File: src/rtl/zbuf_writer.sv
// Depth-tests the validated point stream against a depth RAM and writes nearer point indices to a pixel RAM; clears both on reset/frame_start.
// Three register stages from en to write strobe, one point per cycle, no backpressure (points are dropped and counted instead).
module zbuf_writer #(
   parameter int              SCR_W  = 320,
   parameter int              SCR_H  = 65,
   parameter int              ADDR_W = 15,
   parameter logic signed [9:0] Z_FAR = 10'sh1FF,
   parameter logic [9:0]      BG_P   = 10'h3FF
) (
   input  logic                clk,
   input  logic                rst_n,
   input  logic                frame_start,
   input  logic                en,
   input  logic signed [9:0]   in_x,
   input  logic signed [9:0]   in_y,
   input  logic signed [9:0]   in_z,
   input  logic [9:0]          in_p,
   output logic [ADDR_W-1:0]   zb_raddr,
   input  logic signed [9:0]   zb_rdata,
   output logic                zb_we,
   output logic [ADDR_W-1:0]   zb_waddr,
   output logic signed [9:0]   zb_wdata,
   output logic                pix_we,
   output logic [ADDR_W-1:0]   pix_waddr,
   output logic [9:0]          pix_wdata,
   output logic                busy,
   output logic                clear_done,
   output logic [7:0]          drop_cnt
);

   localparam logic [ADDR_W-1:0] CNT_LAST = ADDR_W'(SCR_W * SCR_H - 1);

   typedef enum logic {CLEAR, RUN} state_t;
   state_t state, nxt;

   logic [ADDR_W-1:0]  cnt;
   logic               in_bounds, take, drop, clr_last;
   logic [ADDR_W-1:0]  addr_in;

   logic               a_vld, b_vld, w2_vld;
   logic [ADDR_W-1:0]  a_addr, b_addr, w2_addr;
   logic signed [9:0]  a_z, b_z, w2_z, stored;
   logic [9:0]         a_p, b_p;
   logic               nearer;

   assign in_bounds = !in_x[9] && !in_y[9] &&
                      (int'(in_x[8:0]) < SCR_W) && (int'(in_y[8:0]) < SCR_H);
   assign addr_in   = ADDR_W'(in_y[8:0]) * ADDR_W'(SCR_W) + ADDR_W'(in_x[8:0]);

   always_ff @(posedge clk) begin
      if (!rst_n) state <= CLEAR;
      else        state <= nxt;
   end

   always_comb begin
      nxt      = state;
      take     = 1'b0;
      drop     = 1'b0;
      clr_last = 1'b0;
      case (state)
         CLEAR: begin
            drop     = en;
            clr_last = !frame_start && (cnt == CNT_LAST);
            if (clr_last) nxt = RUN;
         end
         RUN: begin
            take = en && in_bounds && !frame_start;
            drop = en && (!in_bounds || frame_start);
            if (frame_start) nxt = CLEAR;
         end
         default: nxt = CLEAR;
      endcase
   end

   // The RAM returns old data on a same-cycle read/write, so the two most
   // recent writes are forwarded; the one currently on the bus is newest.
   always_comb begin
      stored = zb_rdata;
      if (zb_we && zb_waddr == b_addr)
         stored = zb_wdata;
      else if (w2_vld && w2_addr == b_addr)
         stored = w2_z;
   end

   assign nearer    = b_vld && (b_z < stored);
   assign zb_raddr  = a_addr;
   assign pix_we    = zb_we;
   assign pix_waddr = zb_waddr;

   always_ff @(posedge clk) begin
      if (!rst_n) begin
         cnt        <= '0;
         busy       <= 1'b0;
         clear_done <= 1'b0;
         drop_cnt   <= '0;
         a_vld      <= 1'b0;
         a_addr     <= '0;
         a_z        <= '0;
         a_p        <= '0;
         b_vld      <= 1'b0;
         b_addr     <= '0;
         b_z        <= '0;
         b_p        <= '0;
         w2_vld     <= 1'b0;
         w2_addr    <= '0;
         w2_z       <= '0;
         zb_we      <= 1'b0;
         zb_waddr   <= '0;
         zb_wdata   <= '0;
         pix_wdata  <= '0;
      end else begin
         if (state == CLEAR && !frame_start && cnt != CNT_LAST)
            cnt <= cnt + ADDR_W'(1);
         else
            cnt <= '0;
         busy       <= (nxt == CLEAR);
         clear_done <= clr_last;
         if (drop && drop_cnt != 8'hFF)
            drop_cnt <= drop_cnt + 8'd1;

         a_vld <= take;
         if (take) begin
            a_addr <= addr_in;
            a_z    <= in_z;
            a_p    <= in_p;
         end
         b_vld  <= a_vld && !frame_start;
         b_addr <= a_addr;
         b_z    <= a_z;
         b_p    <= a_p;

         w2_vld  <= zb_we && !frame_start;
         w2_addr <= zb_waddr;
         w2_z    <= zb_wdata;

         // A frame_start cycle issues no write: it restarts the sweep or
         // discards the write that stage B was about to produce.
         if (state == CLEAR) begin
            zb_we     <= !frame_start;
            zb_waddr  <= cnt;
            zb_wdata  <= Z_FAR;
            pix_wdata <= BG_P;
         end else begin
            zb_we <= nearer && !frame_start;
            if (nearer) begin
               zb_waddr  <= b_addr;
               zb_wdata  <= b_z;
               pix_wdata <= b_p;
            end
         end
      end
   end

endmodule

File: config.mk
export PLATFORM = sky130hd
export DESIGN_NAME = zbuf_writer
export DESIGN_NICKNAME = d
export VERILOG_FILES = /design/src/rtl/zbuf_writer.sv
export SDC_FILE = /design/constraint.sdc
export NUM_CORES = 1
export LEC_CHECK = 0
export CAP_MARGIN = 5
export CORE_MARGIN = 5
export CORE_UTILIZATION = 31
export CTS_BUF_LIST = sky130_fd_sc_hd__clkbuf_8
export DETAILED_ROUTE_END_ITERATION = 10
export GPL_TIMING_DRIVEN = 0
export PLACE_DENSITY_LB_ADDON = 0.08
export REMOVE_ABC_BUFFERS = 1
export SYNTH_ARGS = -nofsm -noshare
export SYNTH_HDL_FRONTEND = slang
export SYNTH_SLANG_ARGS = --single-unit
File: constraint.sdc
create_clock -name clk -period 4.7 [get_ports clk]
set_input_delay 0.705 -clock clk [delete_from_list [all_inputs] [get_ports clk]]
set_output_delay 0.705 -clock clk [all_outputs]
set_load 0.005 [all_outputs]
==> results of run 1 <==
metrics by stage:
step                      setup TNS [ns]  utilization (%)  cells
after floorplan                        0                -    751
after global placement           -164.27            37.35   1166
after detailed placement               0            37.81   1169
after CTS                              0            39.85   1201
after global routing                   0            39.97   1202
final                                  0            39.97   1202
final cells by class:
type	instances	area [µm²]	area share [%]
Multi-Input combinational cell	578	3612	39.80
Sequential cell	160	3203	35.29
Tap cell	285	356.6	3.929
Inverter	13	50.05	0.5514
Clock inverter	14	214.0	2.357
Clock buffer	18	247.7	2.730
Timing Repair Buffer	134	1393	15.34
cells by family after synthesis:
logic type,synth area share (%)
xor gates and xnor gates,7.490
and+or+nand+nor,22.00
DFF,44.59
AOI/OAI and AO/OA,8.918
buffers and inverters,5.678
muxes,6.410
adders and majority gates,4.912
state kept, by name, indices dropped and copies added, names as in the netlist, 8 cells and up:
name / flops
w2_addr: 15
b_p: 10
drop_cnt: 8
b_addr: 15
zb_raddr: 15
pix_wdata: 10
w2_z: 10
b_z: 10
cnt: 15
zb_wdata: 10
a_z: 10
a_p: 10
pix_waddr: 15
worst max-delay path, cell delays in order (launching register included):
cell and delay [ns]:
dfxtp_1 0.40, xnor2_1 0.14, nand4_1 0.23, nor4_4 0.58
buf_6 0.23, mux2i_1 0.09, nand2_1 0.06, o21ai_0 0.10
ha_1 0.33, nor3b_1 0.27, nand4b_1 0.18, o32ai_4 0.36
nand3_2 0.20, o2bb2ai_4 0.70, mux2i_1 0.25
worst min-delay path by stage:
| stage | endpoint | cells after the start | startpoint | slack, ns |
|---|---|---|---|---|
| 5_1_grt | b_p[9]$_SDFF_PN0_ | 1 | a_p[9]$_SDFFE_PN0P_ | 0.47 |
| 3_5_place_dp | b_p[7]$_SDFF_PN0_ | 1 | a_p[7]$_SDFFE_PN0P_ | 0.43 |
| 4_1_cts | b_z[9]$_SDFF_PN0_ | 1 | a_z[9]$_SDFFE_PN0P_ | 0.45 |
| 6_report | b_z[9]$_SDFF_PN0_ | 1 | a_z[9]$_SDFFE_PN0P_ | 0.45 |
| 2_1_floorplan | b_vld$_SDFF_PN0_ | 1 | a_vld$_SDFF_PN0_ | 0.41 |
| 3_3_place_gp | b_z[9]$_SDFF_PN0_ | 1 | a_z[9]$_SDFFE_PN0P_ | 0.43 |
power by group:
part	internal [mW]	total (mW)	leakage [nW]	switching [mW]
Clock	0.647	1.18	0.225	0.536
Combinational	0.126	0.232	2.06	0.106
Sequential	1.37	1.38	1.30	0.0121
Total	2.14	2.80	3.58	0.654
metal layers:
layer / global-route usage [%] / wire [µm] / vias to the layer above / part of all wire [%]
met3: 4.111 / 911 / 11 / 5.1
met2: 21.50 / 7893 / 106 / 44
met4: 3.576 / 152 / 0 / 0.85
met1: 18.98 / 8847 / 2497 / 50
li1: - / - / 2849 / -
met5: 0 / 0 / - / 0
cells in the mapped netlist (7+ instances only):
| cell type | count | area (µm²) |
|---|---|---|
| dfxtp_1 | 160 | 3203 |
| nand2_1 | 127 | 476.7 |
| nor2_1 | 88 | 330.3 |
| o21ai_0 | 84 | 420.4 |
| and2_1 | 64 | 400.4 |
| mux2i_1 | 46 | 460.4 |
| xnor2_1 | 42 | 367.9 |
| clkbuf_1 | 31 | 116.4 |
| ha_1 | 25 | 312.8 |
| buf_4 | 16 | 120.1 |
| xor2_1 | 15 | 131.4 |
| nand4_1 | 14 | 87.58 |
| a21oi_1 | 13 | 65.06 |
| inv_1 | 12 | 45.04 |
| nand3_1 | 10 | 50.05 |
| and3_1 | 7 | 43.79 |
==> results.py, run 1 <==
metrics = {
    "detailed_routing": {
        "drtIter0Drc": 240,
        "drtPass1Iterations": 5,
        "ant_nets": 0,
        "dr_total_vias": 5463,
        "wirelength_mm": 17.80,
        "viasPerCell": 4.545,
        "drc": 0,
        "routedWlPerCell_um": 14.81,
    },
    "worst_hold_path": {
        "min_path_type": "flop to flop",
    },
    "synthesis": {
        "syn_avg_cell_area_um2": 8.846,
        "ys_seq_area_share_pct": 44.59,
        "async_flop_share_pct": 0,
        "ys_warn_count": 0,
        "synth.distinct_cells": 53,
        "synth_flop_cell": "dfxtp_1",
        "synth_edf_count": 0,
        "synth.cell_area_um2": 7183,
        "ys_ff_latch": 160,
        "netlist_instances": 812,
    },
    "placed_design": {
        "place_ws_ns": 0.3543,
        "gp_congestion": 0.7570,
        "io_buffer_count": 130,
        "place_hpwl_mm": 12.26,
        "place_area_um2": 8587,
    },
    "clock_tree": {
        "ctsHoldBuffers": 0,
        "clockBufferDepth": 2,
        "tritoncts": "done",
        "post_cts_buffers": 0,
        "ctsResizeCount": 0,
        "clk_pin_slew_ns": 0.10,
        "clock-root-buffer": "clkbuf_8",
        "h-tree-depth": 4,
        "clock_latency_ns": 0.45,
        "cts_buffers": 17,
        "cts_sinks": 160,
    },
    "worst_setup_path": {
        "crit_start": "b_addr[13]$_SDFF_PN0_",
        "critPathRequiredTime_ns": 5.07,
        "path_class": "flop to flop",
        "r2r_cells": 14,
        "r2r_start": "b_addr[13]$_SDFF_PN0_",
        "critPathMaxFanout": 19,
        "reg2reg_slack_ns": 0.46,
        "worst_setup_path_start_kind": "flop",
        "endpoint": "pix_wdata[6]$_SDFFE_PN0P_",
        "timing.rr.end": "pix_wdata[6]$_SDFFE_PN0P_",
        "cp-end-kind": "flop",
        "cp.arrival_ns": 4.61,
    },
    "floorplan": {
        "start_util_pct": 31.63,
        "dieArea_um2": 26320,
        "num_rows": 55,
        "die_h_um": 162.2,
        "fp.dieW_um": 162.2,
        "core_region_area_um2": 22710,
        "io_pins": 131,
    },
    "sta": {
        "slew-limit-headroom_pct": 40.14,
        "fin_skew_ns": 0.01611,
        "timing.final.crit_share_pct": 90.20,
        "tightest_slew_ns": 0.8947,
        "fmaxAchievable_mhz": 235.9,
        "rsz0062_at_grt": "no",
        "post-route-min-period_ns": 4.239,
        "drv_slew": 0,
        "hold_slack_ns": 0.4502,
        "setup_ws_ns": 0.4607,
        "finalHoldViolCount": 0,
        "setup_viol": 0,
    },
    "grt": {
        "grt_max_degree": 87,
        "grt_first_pass_wirelength_mm": 29.06,
        "first_global_vias": 5381,
        "antenna_found_initial": 0,
        "overflow": 0,
        "grt_usage_pct": 13.89,
    },
    "power_and_ir_drop": {
        "ir_drop_v": 0.0001585,
        "p_per_area_nw_per_um2": 308.4,
        "leakage_nw": 3.585,
        "p_total_mw": 2.799,
    },
    "final_layout": {
        "final_net_count": 985,
        "layout_commonest_cell": "dfxtp_1",
        "diodes": 0,
        "nFillCells": 2289,
        "area_delta_synth_final_pct": 26.35,
        "layout-drive-gt1-share_pct": 5.234,
        "finish.instance_area_um2": 9076,
        "layout_common_cells": "dfxtp_1, clkdlybuf4s50_1, nand2_1",
    },
    "run": {
        "max-cap-violations": 0,
    },
    "outcome": {
        "status": "finished clean",
    },
}
Note: power is estimated with default switching activity, not from simulation.
==> run 2, diff against run 1 <==
--- a/config.mk
+++ b/config.mk
@@ -6,7 +6,7 @@
 export NUM_CORES = 1
 export LEC_CHECK = 0
 export CAP_MARGIN = 5
-export CORE_MARGIN = 5
+export CORE_MARGIN = 8
 export CORE_UTILIZATION = 31
 export CTS_BUF_LIST = sky130_fd_sc_hd__clkbuf_8
 export DETAILED_ROUTE_END_ITERATION = 10
==> results.py, run 2 (same netlist as run 1, synthesis figures left out) <==
metrics = {
    "detailed_routing": {
        "drtPass1Iterations": 4,
        "ant_nets": 0,
        "wirelength_mm": 18.20,
        "routedWlPerCell_um": 15.11,
        "drtIter0Drc": 234,
        "viasPerCell": 4.541,
        "dr_total_vias": 5467,
        "drc": 0,
    },
    "worst_setup_path": {
        "cp.depth": 14,
        "crit_chain": "xnor2_1 -> nand4_1 -> nor4_4 -> buf_6 -> mux2i_1 -> nand2_1 -> o21ai_0 -> ha_1 -> nor3b_1 -> a21oi_1 -> o32ai_4 -> nand3_2 -> a2bb2oi_4 -> mux2i_1",
        "cp_common_cell": "mux2i_1",
        "slowest_stage": "a2bb2oi_4",
        "critPathMaxFanout": 17,
        "slowest_delay_ns": 0.65,
        "cp-end-kind": "flop",
        "cp.arrival_ns": 4.38,
        "endpoint": "pix_waddr[5]$_SDFFE_PN0P_",
        "crit_start": "b_addr[9]$_SDFF_PN0_",
        "worst_setup_path_start_kind": "flop",
        "timing.rr.end": "pix_waddr[5]$_SDFFE_PN0P_",
        "r2r_cells": 14,
        "r2r_start": "b_addr[9]$_SDFF_PN0_",
        "reg2reg_slack_ns": 0.69,
        "path_delay_family": "compound AO/OA/AOI/OAI gates",
        "critPathRequiredTime_ns": 5.07,
        "path_class": "flop to flop",
        "cp_num_buf_inv": 1,
    },
    "final_layout": {
        "diodes": 0,
        "layout-drive-gt1-share_pct": 5.767,
        "layout_common_cells": "dfxtp_1, clkdlybuf4s50_1, nand2_1",
        "final_core_util_pct": 39.83,
        "final_net_count": 987,
        "finish.instance_area_um2": 9045,
        "layout_commonest_cell": "dfxtp_1",
        "area_delta_synth_final_pct": 25.92,
    },
    "sta": {
        "tightest_slew_ns": 0.8313,
        "fin_skew_ns": 0.01700,
        "timing.final.crit_share_pct": 85.33,
        "rsz0062_at_grt": "no",
        "fin_tns_setup_ns": 0,
        "fmaxAchievable_mhz": 249.3,
        "drv_slew": 0,
        "post-route-min-period_ns": 4.011,
        "finalHoldViolCount": 0,
        "setup_viol": 0,
        "slew-limit-headroom_pct": 44.38,
    },
    "grt": {
        "grt_max_degree": 87,
        "first_global_vias": 5556,
        "grt_usage_pct": 13.21,
        "antenna_found_initial": 0,
        "grt_first_pass_wirelength_mm": 29.82,
        "overflow": 0,
    },
    "placed_design": {
        "place_hpwl_mm": 12.75,
        "place_area_um2": 8610,
        "gp_congestion": 0.7452,
        "io_buffer_count": 130,
    },
    "clock_tree": {
        "clk_pin_slew_ns": 0.11,
        "clock-root-buffer": "clkbuf_8",
        "cts_sinks": 160,
        "cts_buffers": 17,
        "tritoncts": "done",
        "h-tree-depth": 4,
        "clock_latency_ns": 0.45,
        "clockBufferDepth": 2,
        "ctsResizeCount": 0,
    },
    "floorplan": {
        "io_pins": 131,
        "fp.dieW_um": 168.2,
        "core_region_area_um2": 22710,
        "num_rows": 55,
        "die_h_um": 168.2,
        "start_util_pct": 31.63,
        "dieArea_um2": 28300,
    },
    "power_and_ir_drop": {
        "leakage_nw": 3.578,
        "ir_drop_v": 0.0001357,
        "p_per_area_nw_per_um2": 295.9,
        "p_total_mw": 2.676,
    },
    "outcome": {
        "status": "finished clean",
    },
    "run": {
        "max-cap-violations": 0,
    },
    "worst_hold_path": {
        "min_path_type": "flop to flop",
    },
}
[run 2: layout make-up]
cell class | count | area [µm²]
clock buffer | 18 | 247.7
multi-input combinational | 578 | 3615
clock inverter | 14 | 160.2
sequential | 160 | 3203
timing repair buffer | 136 | 1413
inverter | 13 | 50.05
tap | 285 | 356.6
fill | 2332 | 13660
[run 2: what timing repair did]
action	CTS	global route
setup buffers	0	2
endpoints found under the setup margin	0	18
hold buffers	0	0
[run 2: layer usage]
metal | part of all wire (%) | routed length, µm | vias up | global-route usage, %
li1 | - | - | 2859 | -
met1 | 49 | 8934 | 2507 | 16.90
met2 | 45 | 8099 | 90 | 20.94
met3 | 5.6 | 1023 | 11 | 4.630
met4 | 0.76 | 138 | 0 | 3.144
met5 | 0 | 0 | - | 0
[run 2: how the worst min path moves through the flow]
stage	start	end	slack (ns)	cells after the start
after global routing	a_vld$_SDFF_PN0_	b_vld$_SDFF_PN0_	0.45	1
after global placement	a_p[0]$_SDFFE_PN0P_	b_p[0]$_SDFF_PN0_	0.43	1
after floorplan	a_vld$_SDFF_PN0_	b_vld$_SDFF_PN0_	0.41	1
after detailed placement	a_z[4]$_SDFFE_PN0P_	b_z[4]$_SDFF_PN0_	0.43	1
after CTS	a_vld$_SDFF_PN0_	b_vld$_SDFF_PN0_	0.44	1
final	a_vld$_SDFF_PN0_	b_vld$_SDFF_PN0_	0.43	1
[run 2: power by group]
group          total, mW  leakage, nW  switching (mW)  internal [mW]
sequential          1.38         1.30          0.0119           1.37
clock               1.06        0.208           0.593          0.466
combinational      0.232         2.07           0.107          0.126
[run 2: per-stage QoR]
step	hold WS, ns	worst slack (ns)	instances
2_1_floorplan	0.4057	0.005800	751
3_3_place_gp	0.4298	-2.965	1166
3_5_place_dp	0.4330	0.2821	1170
4_1_cts	0.4358	0.2467	1202
5_1_grt	0.4502	0.3122	1204
6_report	0.4316	0.6894	1204
